File: config.mk
export PLATFORM = sky130hd
export DESIGN_NAME = pwm_in
export DESIGN_NICKNAME = d
export VERILOG_FILES = /design/src/rtl/pwm_in.sv
export SDC_FILE = /design/constraint.sdc
export NUM_CORES = 1
export LEC_CHECK = 0
export BUFFER_PORTS_ARGS = -buffer_cell sky130_fd_sc_hd__buf_2
export CAP_MARGIN = 20
export CORE_MARGIN = 2
export CORE_UTILIZATION = 35
export DETAILED_ROUTE_END_ITERATION = 8
export GPL_ROUTABILITY_DRIVEN = 0
export PLACE_DENSITY = 0.57
export SYNTH_ARGS = -nofsm -noshare
export SYNTH_HDL_FRONTEND = slang
export SYNTH_SLANG_ARGS = --single-unit
File: constraint.sdc
create_clock -name clk -period 4.1 [get_ports clk]
set_input_delay 0.615 -clock clk [delete_from_list [all_inputs] [get_ports clk]]
set_output_delay 0.615 -clock clk [all_outputs]
set_load 0.1 [all_outputs]
File: src/rtl/pwm_in.sv
// Three-channel pulse-width capture: each synchronised pin yields a high-time and
// period measurement (in clocks) plus valid/overflow flags, all read over the 8-bit bus.
module pwm_in (
   input  logic       clk,
   input  logic       rst,
   input  logic       rd_en,
   input  logic [4:0] addr,
   output logic [7:0] rd_data,
   output logic       rd_valid,
   input  logic       wr_en,
   input  logic [7:0] wr_data,
   input  logic [2:0] pin
);

   localparam logic [4:0] ADDR_STATUS = 5'd12;
   localparam logic [4:0] ADDR_CTRL   = 5'd13;
   localparam logic [7:0] CNT_MAX     = 8'd255;

   logic [2:0]      sync1_q, sync2_q, sdly_q;
   logic [2:0]      en_q, en_d;
   logic [2:0]      armed_q, armed_d;
   logic [2:0]      valid_q, valid_d;
   logic [2:0]      ovf_q, ovf_d;
   logic [2:0][7:0] cnt_q, cnt_d;
   logic [2:0][7:0] hi_run_q, hi_run_d;
   logic [2:0][7:0] hi_q, hi_d;
   logic [2:0][7:0] per_q, per_d;
   logic [7:0]      rd_data_q, rd_data_d;
   logic            rd_valid_q, rd_valid_d;

   logic [2:0] rise_s, fall_s, pub_s, ovf_set_s;
   logic [5:0] clr_s;
   logic [7:0] rd_mux_s;

   assign rise_s = sync2_q & ~sdly_q;
   assign fall_s = ~sync2_q & sdly_q;

   // Per-channel capture: a rise closes one period and publishes only once armed
   always_comb begin
      cnt_d     = cnt_q;
      hi_run_d  = hi_run_q;
      armed_d   = armed_q;
      hi_d      = hi_q;
      per_d     = per_q;
      pub_s     = 3'b000;
      ovf_set_s = 3'b000;
      for (int ch = 0; ch < 3; ch++) begin
         if (!en_q[ch]) begin
            cnt_d[ch]    = 8'd0;
            hi_run_d[ch] = 8'd0;
            armed_d[ch]  = 1'b0;
         end else if (rise_s[ch]) begin
            cnt_d[ch]   = 8'd1;
            armed_d[ch] = 1'b1;
            if (armed_q[ch]) begin
               pub_s[ch]     = 1'b1;
               per_d[ch]     = cnt_q[ch];
               hi_d[ch]      = hi_run_q[ch];
               ovf_set_s[ch] = (cnt_q[ch] == CNT_MAX) || (hi_run_q[ch] == CNT_MAX);
            end else begin
               pub_s[ch]     = 1'b0;
               ovf_set_s[ch] = 1'b0;
            end
         end else begin
            if (fall_s[ch]) begin
               hi_run_d[ch] = cnt_q[ch];
            end else begin
               hi_run_d[ch] = hi_run_q[ch];
            end
            cnt_d[ch] = (cnt_q[ch] == CNT_MAX) ? CNT_MAX : cnt_q[ch] + 8'd1;
         end
      end
   end

   // Status flags are write-1-to-clear, but a hardware set in the same cycle wins
   always_comb begin
      if (wr_en && (addr == ADDR_STATUS)) begin
         clr_s = wr_data[5:0];
      end else begin
         clr_s = 6'd0;
      end
      valid_d = (valid_q & ~clr_s[2:0]) | pub_s;
      ovf_d   = (ovf_q & ~clr_s[5:3]) | ovf_set_s;
      if (wr_en && (addr == ADDR_CTRL)) begin
         en_d = wr_data[2:0];
      end else begin
         en_d = en_q;
      end
   end

   // Read mux samples pre-update register state
   always_comb begin
      rd_mux_s = 8'h00;
      case (addr)
         5'd0:        rd_mux_s = hi_q[0];
         5'd1:        rd_mux_s = per_q[0];
         5'd4:        rd_mux_s = hi_q[1];
         5'd5:        rd_mux_s = per_q[1];
         5'd8:        rd_mux_s = hi_q[2];
         5'd9:        rd_mux_s = per_q[2];
         ADDR_STATUS: rd_mux_s = {2'b00, ovf_q, valid_q};
         ADDR_CTRL:   rd_mux_s = {5'b00000, en_q};
         default:     rd_mux_s = 8'h00;
      endcase
      if (rd_en) begin
         rd_data_d = rd_mux_s;
      end else begin
         rd_data_d = rd_data_q;
      end
      rd_valid_d = rd_en;
   end

   // State registers
   always_ff @(posedge clk or posedge rst) begin
      if (rst) begin
         sync1_q    <= 3'b000;
         sync2_q    <= 3'b000;
         sdly_q     <= 3'b000;
         en_q       <= 3'b111;
         armed_q    <= 3'b000;
         valid_q    <= 3'b000;
         ovf_q      <= 3'b000;
         cnt_q      <= 24'd0;
         hi_run_q   <= 24'd0;
         hi_q       <= 24'd0;
         per_q      <= 24'd0;
         rd_data_q  <= 8'h00;
         rd_valid_q <= 1'b0;
      end else begin
         sync1_q    <= pin;
         sync2_q    <= sync1_q;
         sdly_q     <= sync2_q;
         en_q       <= en_d;
         armed_q    <= armed_d;
         valid_q    <= valid_d;
         ovf_q      <= ovf_d;
         cnt_q      <= cnt_d;
         hi_run_q   <= hi_run_d;
         hi_q       <= hi_d;
         per_q      <= per_d;
         rd_data_q  <= rd_data_d;
         rd_valid_q <= rd_valid_d;
      end
   end

   assign rd_data  = rd_data_q;
   assign rd_valid = rd_valid_q;

endmodule
==> impl_results.md, run 1 <==
- Outcome: finished clean
- H-tree levels: 4
- Max stage delay cell, worst path: buf_2
- Family of cells with the greatest summed delay on the critical path: buffers and inverters
- Crit path arrival time: around 1.2 ns
- Share of the synthesized area in the top cell type: 55.10%
- Wire length on met3: 482 um
- Largest stage delay on the critical path: between 0.4 and 0.5 ns
- Routed met1 length: 5.638 mm
- CTS tree: built
- Dominant cells by area after synthesis: dfrtp_1 (55%), mux2_2 (8.3%), mux2i_1 (4.1%), nand2_1 (2.8%), a21oi_1 (2.7%)
- Finished Core Util: around 41%
- Number of remaining DRC errors: 0
- Depth of the most critical reg-to-reg path: 5
- Number of clock sinks seen by CTS: approximately 130
- Count of buffering cells on the critical path with inverters included: 1
- Final number of max-transition violations: 0
- Met2 routed wirelength: roughly 5.7 mm
- Number of endpoints with negative hold slack in the final report: 0
- Critical Path Stages: 1
- Number of enable flip-flop cells after synthesis: 0
- Launch instance of the worst register-to-register path: cnt_q[8]$_DFF_PP0_
- Number of vias per cell: 5.126
- Filler Cells Inserted: 1,532
- Count of yosys warnings during synthesis: 0
- Critical path endpoint category: output port
- Required arrival time at the worst endpoint: 3.48 ns
- Post-CTS Setup Inserts: 0
- Most used flip-flop cell after synthesis: dfrtp_1
- Cell taking the most area after synthesis: dfrtp_1
- Wire length of the first global-routing pass: 20.27 mm
- Worst vdd ir: 0.2548 mV
- Worst setup path category: flop to output port
- Post-Syn Area per Cell: 12.22 um^2
- 1st-pass router iterations: 4
- Detailed-route via count: 3,660
- Clk Latency, worst-skew pair: 0.41 ns
- Final routed wire length divided by cell count: 17.07 um
- Critical path capture point: rd_data[2]
- Worst-Margin Slew: 0.9674 ns
- Crit-path max FO: 2
- Num rows: 46
- Maximum achievable frequency: 539.1 MHz
- Register area: 0.003157 mm^2
- Wire length after detailed routing: 12.19 mm
- Number of primary I/O pins: 29
- Critical Path, Cell by Cell: buf_2
- Synthesized instance count: 457
- Final instance area: 0.006434 mm^2
- Synth cell types: 54
- Most frequent cells after synthesis: dfrtp_1 (123), nand2_1 (42), mux2_2 (41)
- Vertical die dimension: 130.3 um
- Clock buffers created by TritonCTS: 17
- Number of port buffers: 26
- Most frequently used cell type in the post-synthesis netlist: dfrtp_1
- Ratio of cells with drive above 1 in the final layout: between 20% and 30%
- R2R setup slack: 2.44 ns
- Min cycle time layout: about 1.9 ns
- Share of synthesized area occupied by flip-flops and latches: 56.51%
- Post-route setup TNS: 0 ns
- Setup violations, final: 0
- Horizontal die dimension: 130.3 um
- Largest net degree at the start of global routing: 72
- Hold Path Class: input port to flop
- Post-placement cell area: approximately 0.0059 mm^2
- Slew HR: 35.38%
- Cell chosen for the clock root: clkbuf_16
- Max_cap viols: 0
- Multi-input logic area: between 0.002 and 0.0025 mm^2
- Total design power: 3337 uW
- Number of buffers added to fix hold violations after cts: 0
- Via count of the first global-routing pass: 3,728
- FF-to-FF End: ovf_q[1]$_DFF_PP0_
- Startpoint type of the worst setup path: flop
- Die Outline Area: 0.01699 mm^2
- Power density over cell area: 518.7 mW/mm^2
- First DRT Iteration DRCs: 279
- Number of gates resized after CTS: 0
- Beginning of the critical path: rd_data[2]$_DFFE_PP0P_
- Area of the placeable core: 0.01577 mm^2
- Total grt overflow: 0
- Worst clock skew on the final layout: between 0.006 and 0.007 ns
- Leakage power total: 0.002935 uW
- Clock buffer depth: 2
- Final Cycle Share: a little under half
- Final antenna-violating net count: 0
- Starting density of the core: between 30% and 40%
- Post-DP HPWL: 8.512 mm
- FF+latch count, synth: 126
- Area growth, synth to finish: 15.16%
- Highest layer used for signal routing: met4
- Total Nets Final: 507
- Tot GR Track Use: 15.87%
- Async SR Flop Fraction: 100.0%
- Clock-pin transition on the worst setup and hold timing paths: 0.05 ns
- Initial antenna violation count: 2
- WHS: 0.3063 ns
- Unrepaired setup endpoints after global routing: false
- Net count after synthesis: 480
- Area of the mapped netlist: 0.005587 mm^2
[flip-flops by register name, indices dropped and copies added, names as in the netlist, 8 cells and up]
signal / count
rd_data: 8
hi_q: 24
cnt_q: 24
hi_run_q: 24
per_q: 24
[final cells by class]
type / count / share of cell area [%]
Inverter: 12 / 0.7390
Clock inverter: 7 / 1.361
Sequential cell: 126 / 49.07
Timing Repair Buffer: 28 / 2.256
Clock buffer: 24 / 7.332
Tap cell: 216 / 4.201
Antenna cell: 2 / 0.07779
Multi-Input combinational cell: 299 / 34.97
[placed cells by master (no fill, tap or decap), types with 9 or more instances in the layout]
master	n
a31oi_1	11
buf_2	26
and3_1	10
inv_1	11
a21oi_1	30
mux2i_1	23
mux2_2	41
clkbuf_16	17
mux2_1	12
nor2_1	23
nand2_1	42
dfrtp_1	123
nand4_1	9
nand2b_1	9
[per-layer routing]
| metal | global-route usage (%) | up-vias |
|---|---|---|
| met5 | 0 | - |
| met4 | 7.071 | 0 |
| met3 | 4.674 | 23 |
| met2 | 24.42 | 56 |
| met1 | 20.88 | 1850 |
| li1 | - | 1731 |
[cells by family after synthesis]
kind of cell               Yosys count  synth area share (%)
and+or+nand+nor                    126                 12.43
DFF                                126                 56.51
AOI/OAI and AO/OA                   82                 9.742
muxes                               79                 16.01
buffers and inverters               32                 3.225
xor gates and xnor gates             9                 1.411
adders and majority gates            3                0.6720
[how the worst min path moves through the flow]
stage | from | endpoint | cells after the start
final | pin[2] | sync1_q[2]$_DFF_PP0_ | 1
after global routing | pin[2] | sync1_q[2]$_DFF_PP0_ | 1
after floorplan | sync1_q[0]$_DFF_PP0_ | sync2_q[0]$_DFF_PP0_ | 0
after detailed placement | sync1_q[0]$_DFF_PP0_ | sync2_q[0]$_DFF_PP0_ | 0
after CTS | pin[2] | sync1_q[2]$_DFF_PP0_ | 1
after global placement | sync1_q[1]$_DFF_PP0_ | sync2_q[1]$_DFF_PP0_ | 0
[metrics by stage]
step / instances / setup WS (ns)
2_1_floorplan: 457 / 0.1340
3_3_place_gp: 681 / 1.931
3_5_place_dp: 681 / 1.899
4_1_cts: 712 / 2.216
5_1_grt: 713 / 2.205
6_report: 714 / 2.245
[power by group]
part | switching, uW | internal [uW] | leakage (uW)
Clock | 509 | 918 | 0.000274
Combinational | 202 | 164 | 0.000989
Sequential | 141 | 1400 | 0.00167
Total | 852 | 2490 | 0.00294
Power figures use the tool's default switching activity.
==> run 2: changes to the inputs <==
Settings changed: ABC_AREA from default to 1.
Clock period 4.1 ns to 1.5 ns, I/O delays scaled along.
==> run 2 against run 1 <==
  * Sequential power is 130% higher
  * Critical path depth stayed put
  * Via count is 23% higher
  * Non-clock buffer count is 25 higher
  * Combinational power is 57% higher
  * Clock skew is 0.0015 ns lower
  * Synthesized cell count is 40% higher
  * Total power is 150% higher
  * Critical path type unchanged
  * Flip-flop and latch count stayed put
  * Register-to-register slack worse by 2.3 ns
==> impl_results.md, run 2 <==
- Via count of the first global-routing pass: about 4,400
- Area of the mapped netlist: 0.005580 mm^2
- Detailed-route via count: approximately 4,500
- Number of remaining DRC errors: 0
- Filler Cells Inserted: about 1,600
- Post-placement cell area: 0.006087 mm^2
- Required arrival time at the worst endpoint: 1.27 ns
- Ratio of cells with drive above 1 in the final layout: 14.83%
- Tot GR Track Use: 16.49%
- Largest net degree at the start of global routing: 78
- Crit path arrival time: about 1.2 ns
- Share of synthesized area occupied by flip-flops and latches: 56.57%
- FF+latch count, synth: about 130
- Critical path endpoint category: output port
- Critical Path, Cell by Cell: buf_2
- Slew HR: 67.80%
- Largest stage delay on the critical path: 0.43 ns
- First DRT Iteration DRCs: 312
- Net count after synthesis: around 670
- Cell taking the most area after synthesis: dfrtp_1
- Area of the placeable core: between 0.015 and 0.02 mm^2
- Number of vias per cell: between 4 and 5
- Number of primary I/O pins: 29
- Initial antenna violation count: 0
- Num rows: 46
- Post-Syn Area per Cell: 8.692 um^2
- Horizontal die dimension: between 100 and 150 um
- Max_cap viols: 0
- H-tree levels: 4
- Wire length of the first global-routing pass: 21.39 mm
- Most common library cell in the layout ignoring fill and taps: nand2_1
- Final antenna-violating net count: 0
- Clock-pin transition on the worst setup and hold timing paths: 0.06 ns
- Beginning of the critical path: rd_data[3]$_DFFE_PP0P_
- Count of buffering cells on the critical path with inverters included: 1
- Main combinational cell family by area after synthesis: simple AND/OR/NAND/NOR gates
- Clock buffer depth: 2
- Max stage delay cell, worst path: buf_2
- Setup violations, final: 0
- Most used flip-flop cell after synthesis: dfrtp_1
- Final instance area: a little under 0.007 mm^2
- Simple-gate portion of the synthesized area: 22.20%
- Min cycle time layout: about 1.4 ns
- Share of the synthesized area in the top cell type: a little under three fifths
- Startpoint type of the worst setup path: flop
- Cell chosen for the clock root: clkbuf_16
- Launch instance of the worst register-to-register path: cnt_q[17]$_DFF_PP0_
- Number of port buffers: 26
- Worst clock skew on the final layout: 0.005396 ns
- Hold wc startpoint: rd_en
- Total Nets Final: 718
- Starting density of the core: a little over a third
- Leakage power total: 0.003171 uW
- Total grt overflow: 0
- Portion of netlist area occupied by mux cells: 0%
- Unrepaired setup endpoints after global routing: false
- CTS tree: built
- Finished Core Util: 42.84%
- Worst setup path category: flop to output port
- Most frequent cells after synthesis: nand2_1 (151), dfrtp_1 (123), inv_1 (92)
- Clock buffers created by TritonCTS: 17
- Number of enable flip-flop cells after synthesis: 0
- Area growth, synth to finish: 20.63%
- Number of endpoints with negative hold slack in the final report: 0
- 1st-pass router iterations: 5
- Post-synthesis share of cell area spent on xor and xnor gates: 0.7848%
- Power density over cell area: 1219 mW/mm^2
- Crit-path max FO: 2
- Hold Path Class: input port to flop
- Final routed wire length divided by cell count: 13.90 um
- Number of clock sinks seen by CTS: 126
- Synthesized instance count: 642
- Maximum achievable frequency: 701.3 MHz
- Synth cell types: 30
- Outcome: finished clean
- Most frequently used cell type in the post-synthesis netlist: nand2_1
- Adder and majority gate portion of the synthesized area: 0.6726%
- Total design power: 8204 uW
- Family of cells with the greatest summed delay on the critical path: buffers and inverters
- Final Cycle Share: 95.06%
- Die Outline Area: 0.01697 mm^2
- Wire length after detailed routing: about 13 mm
- Count of yosys warnings during synthesis: 0
- Async SR Flop Fraction: 100.0%
- Post-DP HPWL: 9.116 mm
- ANT cells: 0
- Top library cells by usage in the layout, fill and taps aside: nand2_1 (150), dfrtp_1 (123), inv_1 (89)
- Clk Latency, worst-skew pair: 0.42 ns
- Vertical die dimension: 130.3 um
- Dominant cells by area after synthesis: dfrtp_1 (55%), nand2_1 (10%), inv_1 (6.2%), o21ai_0 (5.4%), nand4_1 (4.0%)
- Worst-Margin Slew: around 0.49 ns
- Post-synthesis compound-gate area fraction: 11.37%
- Final number of max-transition violations: 0
- Worst vdd ir: roughly 0.78 mV
-- run 2: changes by cell type after synthesis, moves of 12 or more --
cell and change:
o22ai_1 +20, nand3_1 +33, a21oi_1 -16, nor2_1 +15, mux2i_1 -23, nand4_1 +27
mux2_2 -41, nand2_1 +109, o21ai_0 +56, mux2_1 -12, inv_1 +80
-- run 2: routing by layer --
| metal | wire, um | vias to the layer above | share of wire [%] | track usage, % |
|---|---|---|---|---|
| li1 | - | 2227 | - | - |
| met1 | 6101 | 2167 | 48 | 21.83 |
| met4 | 279 | 0 | 2.2 | 6.768 |
| met5 | 0 | - | 0 | 0 |
| met2 | 5886 | 90 | 46 | 25.75 |
| met3 | 575 | 18 | 4.5 | 4.387 |
-- run 2: cell type report --
class	count	area (um^2)	share of cell area, %
Clock buffer	17	425.4	6.320
Timing Repair Buffer	53	392.9	5.836
Multi-Input combinational cell	402	1959	29.11
Sequential cell	126	3157	46.90
Inverter	95	362.8	5.390
Clock inverter	15	163.9	2.435
Tap cell	216	270.3	4.015
-- run 2: final timing paths --
kind,to,cells after the start,slack [ns]
max reg2reg,ovf_q[2]$_DFF_PP0_,8,0.12
max,rd_data[3],1,0.07
min,rd_valid$_DFF_PP0_,1,0.03
min reg2reg,sync2_q[1]$_DFF_PP0_,0,0.35
max in group asynchronous,en_q[2]$_DFFE_PP1P_,4,0.63
min in group asynchronous,ovf_q[1]$_DFF_PP0_,4,0.46
-- run 2: logic make-up after synthesis --
logic type      Yosys count
compound gates          115
xor+xnor                  5
fa+ha+maj                 3
buf+inv                 114
flops                   126
simple gates            279
-- run 2: power breakdown --
part           switching, uW  leakage [uW]  internal [uW]
clock                   1590      0.000272           2460
sequential              64.6       0.00170           3510
combinational            406       0.00120            169
total                   2060       0.00317           6140
-- run 2: what timing repair did --
item                       in CTS  in global routing
hold endpoints to repair       78                  0
hold buffers                    4                  0
setup buffers                   0                  1
setup endpoints to repair       0                 12
gates resized for setup         0                  6
-- run 2: worst reg2reg max path, delay by kind of cell (launching register included) --
family	cells	cell delay, ns
flops	1	0.41
fa+ha+maj	1	0.22
simple gates	4	0.32
buf+inv	2	0.23
compound gates	1	0.10
-- run 2: through the flow --
step                std cells  setup WS [ns]  hold WS [ns]  TNS, ns
CTS                       923        0.06039      0.007827        0
finish                    924        0.07405       0.02514        0
global placement          887         0.1246        0.3348        0
floorplan                 642        -0.2758        0.2564   -33.93
detailed placement        887        0.09327        0.3351        0
global route              924        0.01095       0.02540        0
